<file path="src/rtl/lod_pkg.sv">
// Shared types and helpers for the leading/trailing-one scanner.
// Latency: n/a (types and constant functions only).
// Backpressure: n/a.
//
// Contents:
//   state_t - scanner control state (IDLE, EMIT)
//   idx_w   - index width needed to address a WIDTH-bit word
package lod_pkg;

  typedef enum logic {
    IDLE = 1'b0,
    EMIT = 1'b1
  } state_t;

  function automatic int idx_w(input int width);
    return $clog2(width);
  endfunction

endpackage

</file>
<file path="src/rtl/lod_prio.sv">
// Combinational priority encoder: position of the highest (MSB_FIRST=1) or lowest set bit.
// Latency: zero cycles, purely combinational.
// Backpressure: none; no handshake.
//
// Ports:
//   vec - word to encode
//   idx - position of the winning set bit, 0 when no bit is set
//   any - high when at least one bit of vec is set
module lod_prio
  import lod_pkg::*;
#(
  parameter int  WIDTH     = 16,
  parameter bit  MSB_FIRST = 1'b1,
  localparam int IDX_W     = idx_w(WIDTH)
) (
  input  logic [WIDTH-1:0] vec,
  output logic [IDX_W-1:0] idx,
  output logic             any
);

  // Later loop iterations overwrite earlier ones, so the iteration order
  // decides which set bit wins: ascending scan leaves the highest, descending
  // scan leaves the lowest.
  always_comb begin
    idx = '0;
    for (int i = 0; i < WIDTH; i++) begin
      if (MSB_FIRST) begin
        if (vec[i]) idx = IDX_W'(i);
      end else begin
        if (vec[WIDTH-1-i]) idx = IDX_W'(WIDTH-1-i);
      end
    end
  end

  assign any = |vec;

endmodule

</file>
<file path="src/rtl/lod_scan.sv">
// Accepts a word and emits one beat per set bit (MSB- or LSB-first), or a single zero-marker beat.
// Latency: first beat one cycle after acceptance; a word of N set bits takes max(N,1)+1 cycles minimum.
// Backpressure: in_ready low for the whole word; beats hold stable while out_ready is low.
//
// Ports:
//   clk, rst_n          - clock, asynchronous active-low reset
//   in_valid/in_ready   - word handshake, in_data carries the word
//   out_valid/out_ready - beat handshake
//   out_idx             - bit position of the current set bit
//   out_last            - final beat of the word
//   out_zero            - single beat emitted for an all-zero word
module lod_scan
  import lod_pkg::*;
#(
  parameter int  WIDTH     = 16,
  parameter bit  MSB_FIRST = 1'b1,
  localparam int IDX_W     = idx_w(WIDTH)
) (
  input  logic             clk,
  input  logic             rst_n,
  input  logic             in_valid,
  output logic             in_ready,
  input  logic [WIDTH-1:0] in_data,
  output logic             out_valid,
  input  logic             out_ready,
  output logic [IDX_W-1:0] out_idx,
  output logic             out_last,
  output logic             out_zero
);

  state_t           state_q, state_d;
  logic [WIDTH-1:0] residue_q;
  logic [IDX_W-1:0] prio_idx;
  logic             prio_any;
  logic             single;
  logic             in_hs;
  logic             out_hs;

  lod_prio #(
    .WIDTH    (WIDTH),
    .MSB_FIRST(MSB_FIRST)
  ) u_prio (
    .vec(residue_q),
    .idx(prio_idx),
    .any(prio_any)
  );

  // At most one bit set: clearing the lowest set bit leaves nothing.
  assign single = ((residue_q & (residue_q - WIDTH'(1))) == '0);

  assign in_hs  = in_valid && in_ready;
  assign out_hs = out_valid && out_ready;

  // State register
  always_ff @(posedge clk or negedge rst_n) begin
    if (!rst_n) state_q <= IDLE;
    else        state_q <= state_d;
  end

  // Next-state logic
  always_comb begin
    state_d = state_q;
    case (state_q)
      IDLE:    if (in_valid) state_d = EMIT;
      EMIT:    if (out_ready && single) state_d = IDLE;
      default: state_d = IDLE;
    endcase
  end

  // Outputs decode from registered state only, so reset clears them at once
  // and a stalled beat cannot change.
  always_comb begin
    in_ready  = 1'b0;
    out_valid = 1'b0;
    out_idx   = '0;
    out_last  = 1'b0;
    out_zero  = 1'b0;
    case (state_q)
      IDLE: in_ready = 1'b1;
      EMIT: begin
        out_valid = 1'b1;
        out_idx   = prio_idx;
        out_last  = single;
        out_zero  = !prio_any;
      end
      default: ;
    endcase
  end

  // Residue: loaded on acceptance, one bit retired per beat. For an all-zero
  // word the retired bit is already clear, which is harmless.
  always_ff @(posedge clk or negedge rst_n) begin
    if (!rst_n) begin
      residue_q <= '0;
    end else if (in_hs) begin
      residue_q <= in_data;
    end else if (out_hs) begin
      residue_q <= residue_q & ~(WIDTH'(1) << out_idx);
    end
  end

endmodule

</file>
<file path="config.mk">
export PLATFORM = sky130hd
export DESIGN_NAME = lod_scan
export DESIGN_NICKNAME = d
export VERILOG_FILES = /design/src/rtl/lod_pkg.sv /design/src/rtl/lod_prio.sv /design/src/rtl/lod_scan.sv
export SDC_FILE = /design/constraint.sdc
export NUM_CORES = 1
export LEC_CHECK = 0
export BUFFER_PORTS_ARGS = -buffer_cell sky130_fd_sc_hd__buf_2
export CORE_UTILIZATION = 45
export CTS_CLUSTER_DIAMETER = 120
export DETAILED_ROUTE_END_ITERATION = 8
export PLACE_DENSITY = 0.72
export SLEW_MARGIN = 10
export SYNTH_ARGS = -nofsm -noshare
export SYNTH_HDL_FRONTEND = slang
export SYNTH_HIERARCHICAL = 1
export SYNTH_SLANG_ARGS = --single-unit
</file>
<file path="constraint.sdc">
create_clock -name clk -period 2.23 [get_ports clk]
set_clock_uncertainty 0.2 [all_clocks]
set_input_delay 0.3345 -clock clk [delete_from_list [all_inputs] [get_ports clk]]
set_output_delay 0.3345 -clock clk [all_outputs]
set_load 0.02 [all_outputs]
</file>
After elaboration in Yosys (flattened, before gate mapping)
Index checks and enable logic that the tools add are counted.
- flip-flop bits (word level): 17
- input bits: 20
- output and inout port bits: 8
- word-level logic and storage cells: 40
- add/subtract/negate cells: 1
- shifts and indexed selects: 1
- multiplexer cells: 25
- bitwise logic cells: 4
- reduce and logical (&&, ||, !) cells: 7
- operators with widths (kind ; number):
    two-way mux 4 bit ; 9
    AND 16 bit ; 2
    two-way mux 16 bit ; 2
    logical NOT 16 bit ; 1
    inverter 16 bit ; 1
    OR reduction 16 bit ; 1
    << shifter 1 x 4 -> 16 bit, first input constant ; 1
    subtractor 16 x 1 -> 16 bit, second input constant ; 1
    two-way mux 3 bit ; 4
    two-way mux 1 bit ; 7
    two-way mux 2 bit ; 2
    logical AND 1 bit ; 3
    one-hot mux 1 bit (2 select lines) ; 1
    nonzero test 2 bit ; 1
    logical NOT 1 bit ; 1
    inverter 1 bit ; 1

Longest topological paths before layout
Gate-level depths: netlist of the first run.
- depth in word-level cells: 21
- gate-level depth with buffers: 8
- gate-level depth less buffers: 7

By module
Netlist of the first run, hierarchy kept.
- by module, submodules not included (module ; times used ; cells an instance ; area each (µm²) ; seq. area each (µm²)):
    lod_scan ; 1 ; 115 ; 968.4 ; 425.4
    lod_prio ; 1 ; 28 ; 170.2 ; 0.0

Least setup slack after synthesis of the first run
No wires, ideal clock.
- path type: reg-to-output
- start point: register residue_q[6]
- end point: output port out_last
- arrival time: 1973 ps
- data required time: 1696 ps
- setup slack: -278 ps
- stages on the path, launching flop included: 6
- buffers on the path: 0
- cells stage by stage: dfrtp_1 or4_4 nor4b_4 o22ai_1 nor4_1 and3_1
- longest elaborated chain between the ends: 4
- RTL lines (item ; line ; RTL):
    from (decl) ; lod_scan.sv:32 ; logic [WIDTH-1:0] residue_q;
    from (signal assigned) ; lod_scan.sv:96 ; residue_q <= in_data;
    from (signal assigned) ; lod_scan.sv:98 ; residue_q <= residue_q & ~(WIDTH'(1) << out_idx);
    subtractor 16 x 1 -> 16 bit ; lod_scan.sv:49 ; assign single = ((residue_q & (residue_q - WIDTH'(1))) == '0);
    AND 16 bit (*) ; lod_scan.sv:49 ;
    logical NOT 16 bit (*) ; lod_scan.sv:49 ;
    two-way mux 1 bit (*) ; lod_scan.sv:78 ; case (state_q)
    to (decl) ; lod_scan.sv:27 ; output logic out_last,
Mark *: on every way between the ends. The rest lies on a longest branch, timed or not.

Worst setup path after layout of the first run
- start point: register residue_q[1]
- end point: output port out_last
The elaborated chain is that of the path after synthesis.

==> reports/metrics.yaml, run 1 <==
vias: 1334
place_inst: 206
grt_usage_pct: 29.6
worstSetupStartpointType: "flop"
ys_seq_elements: 17
syn-num-nets: 163
multiInputGateArea_um2: 845
grt_max_degree: 33
die_x_um: 52.3
worstSetupStartpoint: "residue_q[1]$_DFFE_PN0P_"
cts_root_buf: "clkbuf_4"
first_global_vias: 1304
cap_violations: 0
cts_buffer_depth: 2
status: "finished with violations"
grt_first_pass_wirelength_mm: 5.91
drive_above_1_share_pct: 43.8
insertion_delay_ps: 300
overflow: 0
worstSetupPathType: "flop to output pin"
synth.yosys.warnings: 6
arrival_ps: 2340
initial_core_util_pct: 49.6
numCtsBuffers: 3
worstPathRequired_ps: 1700
cts.htree.levels: 1
pre_cts_ws_ps: -343
die_area_um2: 2740
drc: 0
die_h_um: 52.3
wl_mm: 3.52
postRouteAntennaNets: 0
max_slew_margin_pct: 70.5
routedWlPerCell_um: 16.0
final_util_pct: 74.1
synth-seq-area-share_pct: 37.4
rows: 17
cts_tree: "yes"
dpl_cell_area_um2: 1420
layout_setup_ws_ps: -640
drv_slew: 0
synth_cell_type_count: 39
cellLeakagePower_uw: 0.000701
cp-end-kind: "output pin"
powerDensity_nw_per_um2: 1870
detail_route.vias_per_cell: 6.06
fill_cells: 174
antennaDiodeCount: 0
max_freq_mhz: 348
violations: "negative setup slack"
holdCritPathClass: "input pin to flop"
finalSetupViolCount: 8
dp_hpwl_mm: 2.42
gp_congestion: 0.892
tightestPinTransition_ps: 431
layout.cells.non_filler: 220
clkTransAtPathRegs_ps: 100
antenna_found_initial: 0
finalNetCount: 213
area_delta_synth_final_pct: 49.6
max-vdd-ir-drop_uv: 1830
netlist_instances: 143
hold_violations: 0
timing.final.crit_share_pct: 129
cts.sinks: 17
drt-initial-drc-count: 55
seq_area_um2: 430
fin_crit_ps: 2870
ios: 28
final_area_um2: 1700
grt_setup_unrepaired: "true"
firstDrtPassIters: 4
synth_area_um2: 1140
portBuffers: 27
worst_r2r_startpoint: "residue_q[1]$_DFFE_PN0P_"
syn_area_per_cell_um2: 7.96
path_max_fanout: 4
hp-start: "in_data[9]"
core_area_um2: 2300
-- metal layers --
| layer | GRT usage, % | share of wire, % | vias to the layer above |
|---|---|---|---|
| li1 | - | - | 632 |
| met1 | 39.9 | 45 | 637 |
| met2 | 48.5 | 48 | 57 |
| met3 | 3.19 | 5.3 | 8 |
| met4 | 11.4 | 1.8 | 0 |
| met5 | 0 | 0 | - |
-- critical path: stages (launching register included) --
cell	delay, ps
dfrtp_1	390
or4_4	600
nor4b_4	310
a22oi_2	140
nor4_4	260
and3_4	220
buf_6	110
-- sequential cells by signal (all words and copies together), names as in the netlist --
name,cells
residue_q,16
state_q,1
-- final timing paths --
check	end	slack [ps]	cells after the start
worst max-delay path	out_last	-640	6
worst min-delay path	residue_q[9]$_DFFE_PN0P_	40	3
max in group asynchronous	residue_q[10]$_DFFE_PN0P_	1250	2
worst min register to register	residue_q[10]$_DFFE_PN0P_	430	2
worst max register to register	state_q$_DFF_PN0_	-50	6
min in group asynchronous	residue_q[2]$_DFFE_PN0P_	270	2
-- cell usage after synthesis (all sizes together) --
cell / n / area (um^2)
or4: 1 / 11.3
or3: 1 / 6.26
dfrtp: 17 / 425
nand3b: 1 / 7.51
a22oi: 1 / 7.51
and2: 4 / 25.0
a21o: 1 / 7.51
nand4b: 1 / 8.76
nor4b: 1 / 23.8
a31oi: 1 / 6.26
nor3: 3 / 15.0
o31ai: 9 / 67.6
a211oi: 1 / 7.51
nor2: 14 / 52.6
a2111oi: 1 / 8.76
o2111ai: 1 / 8.76
nand3: 4 / 20.0
or4b: 1 / 10.0
clkbuf: 5 / 18.8
and2b: 1 / 8.76
o21ai: 26 / 130
o41ai: 1 / 8.76
a41oi: 1 / 8.76
inv: 5 / 18.8
and3: 1 / 6.26
nor4: 4 / 31.3
nand2b: 5 / 31.3
a21oi: 4 / 20.0
o22ai: 1 / 6.26
o32ai: 1 / 8.76
a221o: 1 / 10.0
a311oi: 1 / 8.76
nand2: 19 / 71.3
or2: 1 / 6.26
maj3: 1 / 10.0
or3b: 1 / 8.76
nor2b: 1 / 6.26
-- cell type report --
class,count,area share [%]
Clock buffer,3,1.32
Tap cell,28,2.06
Timing Repair Buffer,50,20.4
Sequential cell,17,25.3
Clock inverter,1,0.294
Inverter,5,1.10
Multi-Input combinational cell,116,49.6
-- per-stage QoR --
step	TNS, ps	total power [uW]	hold WS (ps)
3_5_place_dp	-554	2290	77.5
5_1_grt	-2710	3400	48.5
3_3_place_gp	-337	2240	71.2
2_1_floorplan	-188	1710	-161
4_1_cts	-1640	2860	37.6
6_report	-1560	3190	36.5
-- power breakdown --
part           leakage [uW]  switching (uW)  internal, uW  total, uW
sequential         0.000211             214           440        655
combinational      0.000472            1310          1050       2360
clock             0.0000177             104          67.0        171
-- cells by family (layout without fill, tap and decap cells) --
logic type / count (synthesis) / count (layout) / synth area share [%]
flip-flops: 17 / 17 / 37.4
buffers and inverters: 10 / 59 / 3.30
AO/OA/AOI/OAI: 51 / 51 / 27.7
adder cells (fa/ha/maj): 1 / 1 / 0.879
AND/OR/NAND/NOR: 64 / 64 / 30.8
-- cell usage in the layout, fill, tap and decap left out, types with 2 or more instances in the layout --
cell      Yosys  final
nor4_4        0      4
and2_2        0      2
o21ai_1      12     25
nand2b_1      5      4
nor3_1        3      3
buf_6         0      5
o31ai_2       0      4
nand2_1      19     18
and2_1        4      2
a21oi_1       4      4
nor2_1       14     14
o31ai_1       9      4
inv_1         5      5
clkbuf_4      0      3
nand3_2       0      3
buf_2         0     23
buf_4         0     20
dfrtp_2       0      4
dfrtp_1      17     13
-- what timing repair did --
item | CTS | global route
buffers inserted | 12 | 4
pin swaps | 10 | 9
hold buffers | 1 | 0
hold endpoints to repair | 17 | 0
gates resized for setup | 21 | 31
setup endpoints to repair | 16 | 20
cloned | 0 | 0
(Power assumes the default switching activity.)
==> run 2, diff against run 1 <==
CELL_PAD_IN_SITES_DETAIL_PLACEMENT = 1   (was not set)
CELL_PAD_IN_SITES_GLOBAL_PLACEMENT = 1   (was not set)
CORE_UTILIZATION = 34   (was 45)
PLACE_DENSITY = not set   (was 0.72)
PLACE_DENSITY_LB_ADDON = 0.1   (was not set)
==> reports/metrics.yaml, run 2 (synthesis results as in run 1) <==
insertion_delay_ps: 310  # about the same
wl_met1_mm: 2.07  # +32%
path_max_fanout: 4  # unchanged
dp_hpwl_mm: 2.95  # +22%
gp_congestion: 0.800  # -10%
die_h_um: 59.9  # +14%
final_cell_mix: "buf_4 (23), buf_2 (22), o21ai_1 (21)"
hold_depth: 3  # unchanged
slowest_delay_ps: 590  # about the same
grt_max_degree: 33  # unchanged
ios: 28  # unchanged
r2r_setup_slack_ps: -280  # -230 ps
slowest_stage: "or4_4"
vias: 1429  # +7.1%
finalSetupViolCount: 20  # +12
antennaDiodeCount: 0  # unchanged
finalNetCount: 220  # +3.3%
dpl_cell_area_um2: 1440  # +1.9%
r2r-end: "residue_q[4]$_DFFE_PN0P_"
r2r_cells: 9  # +3
cts_root_buf: "clkbuf_4"
firstDrtPassIters: 4  # unchanged
cp_num_buf_inv: 1  # unchanged
grt_setup_unrepaired: "true"
drive_above_1_share_pct: 50.3  # +6.5 points
max_freq_mhz: 342  # -1.9%
hp-start: "in_data[8]"
max_slew_margin_pct: 63.3  # -7.3 points
met3_length_um: 214  # +14%
portBuffers: 27  # unchanged
cts.htree.levels: 1  # unchanged
core_area_um2: 3100  # +35%
crit_chain: "or4_4 > nor4b_4 > o22ai_1 > nor4_2 > and3_2 > buf_4"
detail_route.vias_per_cell: 5.88  # -3.0%
rows: 20  # +3
worst_r2r_startpoint: "residue_q[8]$_DFFE_PN0P_"
fill_cells: 387  # +120%
worstPathRequired_ps: 1700  # about the same
routedWlPerCell_um: 20.8  # +30%
final_area_um2: 1820  # +7.1%
overflow: 0  # unchanged
layout_commonest_cell: "buf_4"
cts_tree: "yes"
clkTransAtPathRegs_ps: 120  # +20 ps
hold_violations: 0  # unchanged
status: "finished with violations"
cp-end-kind: "output pin"
initial_core_util_pct: 36.7  # -13 points
first_global_vias: 1491  # +14%
numCtsBuffers: 3  # unchanged
path_depth: 6  # unchanged
tightestPinTransition_ps: 537  # +106 ps
wl_mm: 5.05  # +44%
cap_violations: 0  # unchanged
area_delta_synth_final_pct: 60.1
violations: "negative setup slack"
worstSetupStartpointType: "flop"
grt_usage_pct: 28.8  # -0.88 points
final_util_pct: 58.8  # -15 points
top_layer: "met4"
die_x_um: 59.9  # +14%
largest_register_ffs: 16  # unchanged
drt-initial-drc-count: 123  # +120%
grt_first_pass_wirelength_mm: 7.44  # +26%
cts.sinks: 17  # unchanged
die_area_um2: 3580  # +31%
fin_crit_ps: 2920  # +54.6 ps
hold_slack_ps: 23.8  # -12.7 ps
drc: 0  # unchanged
cts_buffer_depth: 2  # unchanged
crit_family: "simple AND/OR/NAND/NOR gates"
largest-register: "residue_q"
layout_setup_ws_ps: -695  # -54.6 ps
postRouteAntennaNets: 0  # unchanged
largestRegisters: "residue_q x16, state_q x1"
arrival_ps: 2390  # +50 ps
drv_slew: 0  # unchanged
holdCritPathClass: "input pin to flop"
worstSetupPathType: "flop to output pin"
hold_path_end: "residue_q[8]$_DFFE_PN0P_"
antenna_found_initial: 0  # unchanged
wl_met2_mm: 2.58  # +52%
timing.final.crit_share_pct: 131  # +2.5 points
==> run 2: changes by cell type in the layout (fill, tap and decap cells not counted), sizes merged <==
cell | before | now
buf | 49 | 56
==> run 2: worst max path at each step <==
stage / from / endpoint / slack (ps)
after global placement: residue_q[0]$_DFFE_PN0P_ / out_last / -350
final: residue_q[6]$_DFFE_PN0P_ / out_last / -690
after global routing: residue_q[6]$_DFFE_PN0P_ / out_last / -820
after floorplan: residue_q[5]$_DFFE_PN0P_ / out_last / -190
after detailed placement: residue_q[4]$_DFFE_PN0P_ / out_last / -400
after CTS: residue_q[0]$_DFFE_PN0P_ / out_last / -690
==> run 2: area by class of cell <==
cell class | instances | area [um^2] | share of cell area, %
repair buffers | 57 | 417 | 22.9
flip-flops and latches | 17 | 432 | 23.7
multi-input cells | 116 | 873 | 47.9
well taps | 44 | 55.1 | 3.02
inverters | 5 | 18.8 | 1.03
clock inverters | 1 | 5.00 | 0.275
clock buffers | 3 | 22.5 | 1.24
==> run 2: worst reg2reg max path, delay by kind of cell, from the launching register on <==
kind / cells / cell delay (ps)
AND/OR/NAND/NOR: 3 / 830
buffers and inverters: 4 / 650
flip-flops: 1 / 490
AO/OA/AOI/OAI: 2 / 210
==> run 2: stage by stage <==
| stage | setup TNS (ps) | cells | setup slack (ps) |
|---|---|---|---|
| after floorplan | -188 | 143 | -188 |
| after global placement | -705 | 223 | -349 |
| after detailed placement | -744 | 223 | -399 |
| after CTS | -2910 | 236 | -690 |
| after global routing | -5670 | 243 | -823 |
| final | -4870 | 243 | -695 |
==> run 2: layer usage <==
metal	vias to the layer above	track usage [%]
li1	644	-
met1	711	36.7
met2	53	48.9
met3	21	2.38
met4	0	13.6
met5	-	0
==> run 2: timing repair <==
item                                   CTS  global route
buffers inserted                         8            12
pin swaps                               10            15
cloned                                   0             0
endpoints found under the hold margin   17             0
setup endpoints to repair               19            23
resized for setup                       36            33
hold buffers                             1             0
Power of run 2 is left out: the tool's default activity adds up to more than one toggle a clock period on the data nets, which glitch-free logic cannot reach.
==> run 3, diff against run 2 <==
SKIP_CTS_REPAIR_TIMING = 1   (was not set)
==> reports/metrics.yaml, run 3 (synthesis results as in run 1) <==
max_freq_mhz: 343  # +0.31%
cts_root_buf: "clkbuf_4"
die_h_um: 59.9  # unchanged
overflow: 0  # unchanged
grt_usage_pct: 24.7  # -4.1 points
largestRegisters: "residue_q x16, state_q x1"
first_global_vias: 1346  # -9.7%
numCtsBuffers: 3  # unchanged
clkTransAtPathRegs_ps: 110  # about the same
tightestPinTransition_ps: 545  # +7.81 ps
worstSetupStartpointType: "flop"
arrival_ps: 2380  # about the same
path_max_fanout: 4  # unchanged
hold_slack_ps: 38.2  # +14.5 ps
seq_area_um2: 429  # -0.58%
grt_max_degree: 33  # unchanged
pre_cts_ws_ps: -399  # unchanged
totalNegativeSetupSlack_ps: -2330  # +2540 ps
initial_core_util_pct: 36.7  # unchanged
cp-end-kind: "output pin"
slowest_delay_ps: 580  # about the same
violations: "negative setup slack"
holdCritPathClass: "input pin to flop"
cellLeakagePower_uw: 0.000674
vias: 1310  # -8.3%
antennaDiodeCount: 0  # unchanged
routedWlPerCell_um: 17.5  # -16%
die_x_um: 59.9  # unchanged
largest-register: "residue_q"
firstDrtPassIters: 4  # unchanged
area_delta_synth_final_pct: 43.8
slowest_stage: "or4_4"
multiInputGateArea_um2: 816  # -6.6%
rows: 20  # unchanged
drt-initial-drc-count: 50  # -59%
hold_violations: 0  # unchanged
worstSetupPathType: "flop to output pin"
detail_route.vias_per_cell: 5.67  # -3.6%
r2r_setup_slack_ps: -140  # +140 ps
postRouteAntennaNets: 0  # unchanged
gp_congestion: 0.800  # unchanged
fill_cells: 407  # +5.2%
layout.cells.non_filler: 231  # -4.9%
portBuffers: 27  # unchanged
drive_above_1_share_pct: 40.1  # -10 points
status: "finished with violations"
layout_setup_ws_ps: -686  # +9.04 ps
fin_crit_ps: 2920  # -9.03 ps
insertion_delay_ps: 300  # about the same
max_slew_margin_pct: 62.7  # -0.53 points
cts_buffer_depth: 2  # unchanged
drv_slew: 0  # unchanged
finalNetCount: 208  # -5.5%
wl_mm: 4.04  # -20%
max-vdd-ir-drop_uv: 861
largest_register_ffs: 16  # unchanged
final_cell_mix: "buf_2 (24), nand2_1 (19), buf_4 (17)"
crit_chain: "or4_4 > nor4b_4 > o22ai_1 > nor4_2 > and3_2 > buf_4"
powerDensity_nw_per_um2: 1820
finalPower_uw: 2990
dp_hpwl_mm: 2.95  # unchanged
worstPathRequired_ps: 1700  # about the same
drc: 0  # unchanged
cap_violations: 0  # unchanged
antenna_found_initial: 0  # unchanged
timing.final.crit_share_pct: 131  # -0.41 points
core_area_um2: 3100  # unchanged
grt_setup_unrepaired: "true"
grt_first_pass_wirelength_mm: 6.40  # -14%
cts_tree: "yes"
ios: 28  # unchanged
place_inst: 223  # unchanged
die_area_um2: 3580  # unchanged
layout_commonest_cell: "buf_2"
cts.sinks: 17  # unchanged
cts.htree.levels: 1  # unchanged
finalSetupViolCount: 12  # -40%
-- run 3: cell count changes in the layout (fill, tap and decap cells not counted), moves of 4 or more --
cell,change
o21ai_1,-9
o21ai_0,+13
buf_4,-6
o21ai_2,-4
buf_6,-8
-- run 3: final cells by class --
type | count | share of cell area, %
Multi-Input combinational cell | 116 | 49.8
Clock inverter | 1 | 0.306
Inverter | 5 | 1.15
Tap cell | 44 | 3.36
Clock buffer | 3 | 1.38
Sequential cell | 17 | 26.2
Timing Repair Buffer | 45 | 17.8
-- run 3: path summary, 6_finish.rpt --
path	from	to	cells past startpoint
max	residue_q[5]$_DFFE_PN0P_	out_last	6
min	in_data[7]	residue_q[7]$_DFFE_PN0P_	3
max reg2reg	residue_q[2]$_DFFE_PN0P_	residue_q[11]$_DFFE_PN0P_	8
min reg2reg	residue_q[14]$_DFFE_PN0P_	residue_q[14]$_DFFE_PN0P_	2
max in group asynchronous	rst_n	residue_q[7]$_DFFE_PN0P_	2
min in group asynchronous	rst_n	residue_q[2]$_DFFE_PN0P_	2
-- run 3: worst max-delay path, delay by kind of cell, from the launching register on --
kind	cells	cell delay [ps]
AOI/OAI and AO/OA	1	130
buffers and inverters	1	130
DFF	1	410
and+or+nand+nor	4	1410
-- run 3: per-layer routing --
layer | global-route usage, % | share of wire, % | wire length (um) | up-vias
met4 | 11.6 | 2.4 | 98 | 0
met2 | 40.6 | 51 | 2080 | 26
li1 | - | - | - | 621
met5 | 0 | 0 | 0 | -
met3 | 2.16 | 2.6 | 105 | 10
met1 | 32.5 | 44 | 1760 | 653
-- run 3: stage by stage --
step / util (%) / area (um^2)
2_1_floorplan: - / 1160
3_3_place_gp: 46.5 / 1440
3_5_place_dp: 46.5 / 1440
4_1_cts: 47.4 / 1470
5_1_grt: 52.8 / 1640
6_report: 52.8 / 1640
-- run 3: where the power goes --
part / total [uW] / switching (uW) / internal (uW)
clock: 173 / 106 / 66.9
sequential: 643 / 205 / 439
combinational: 2170 / 1260 / 914
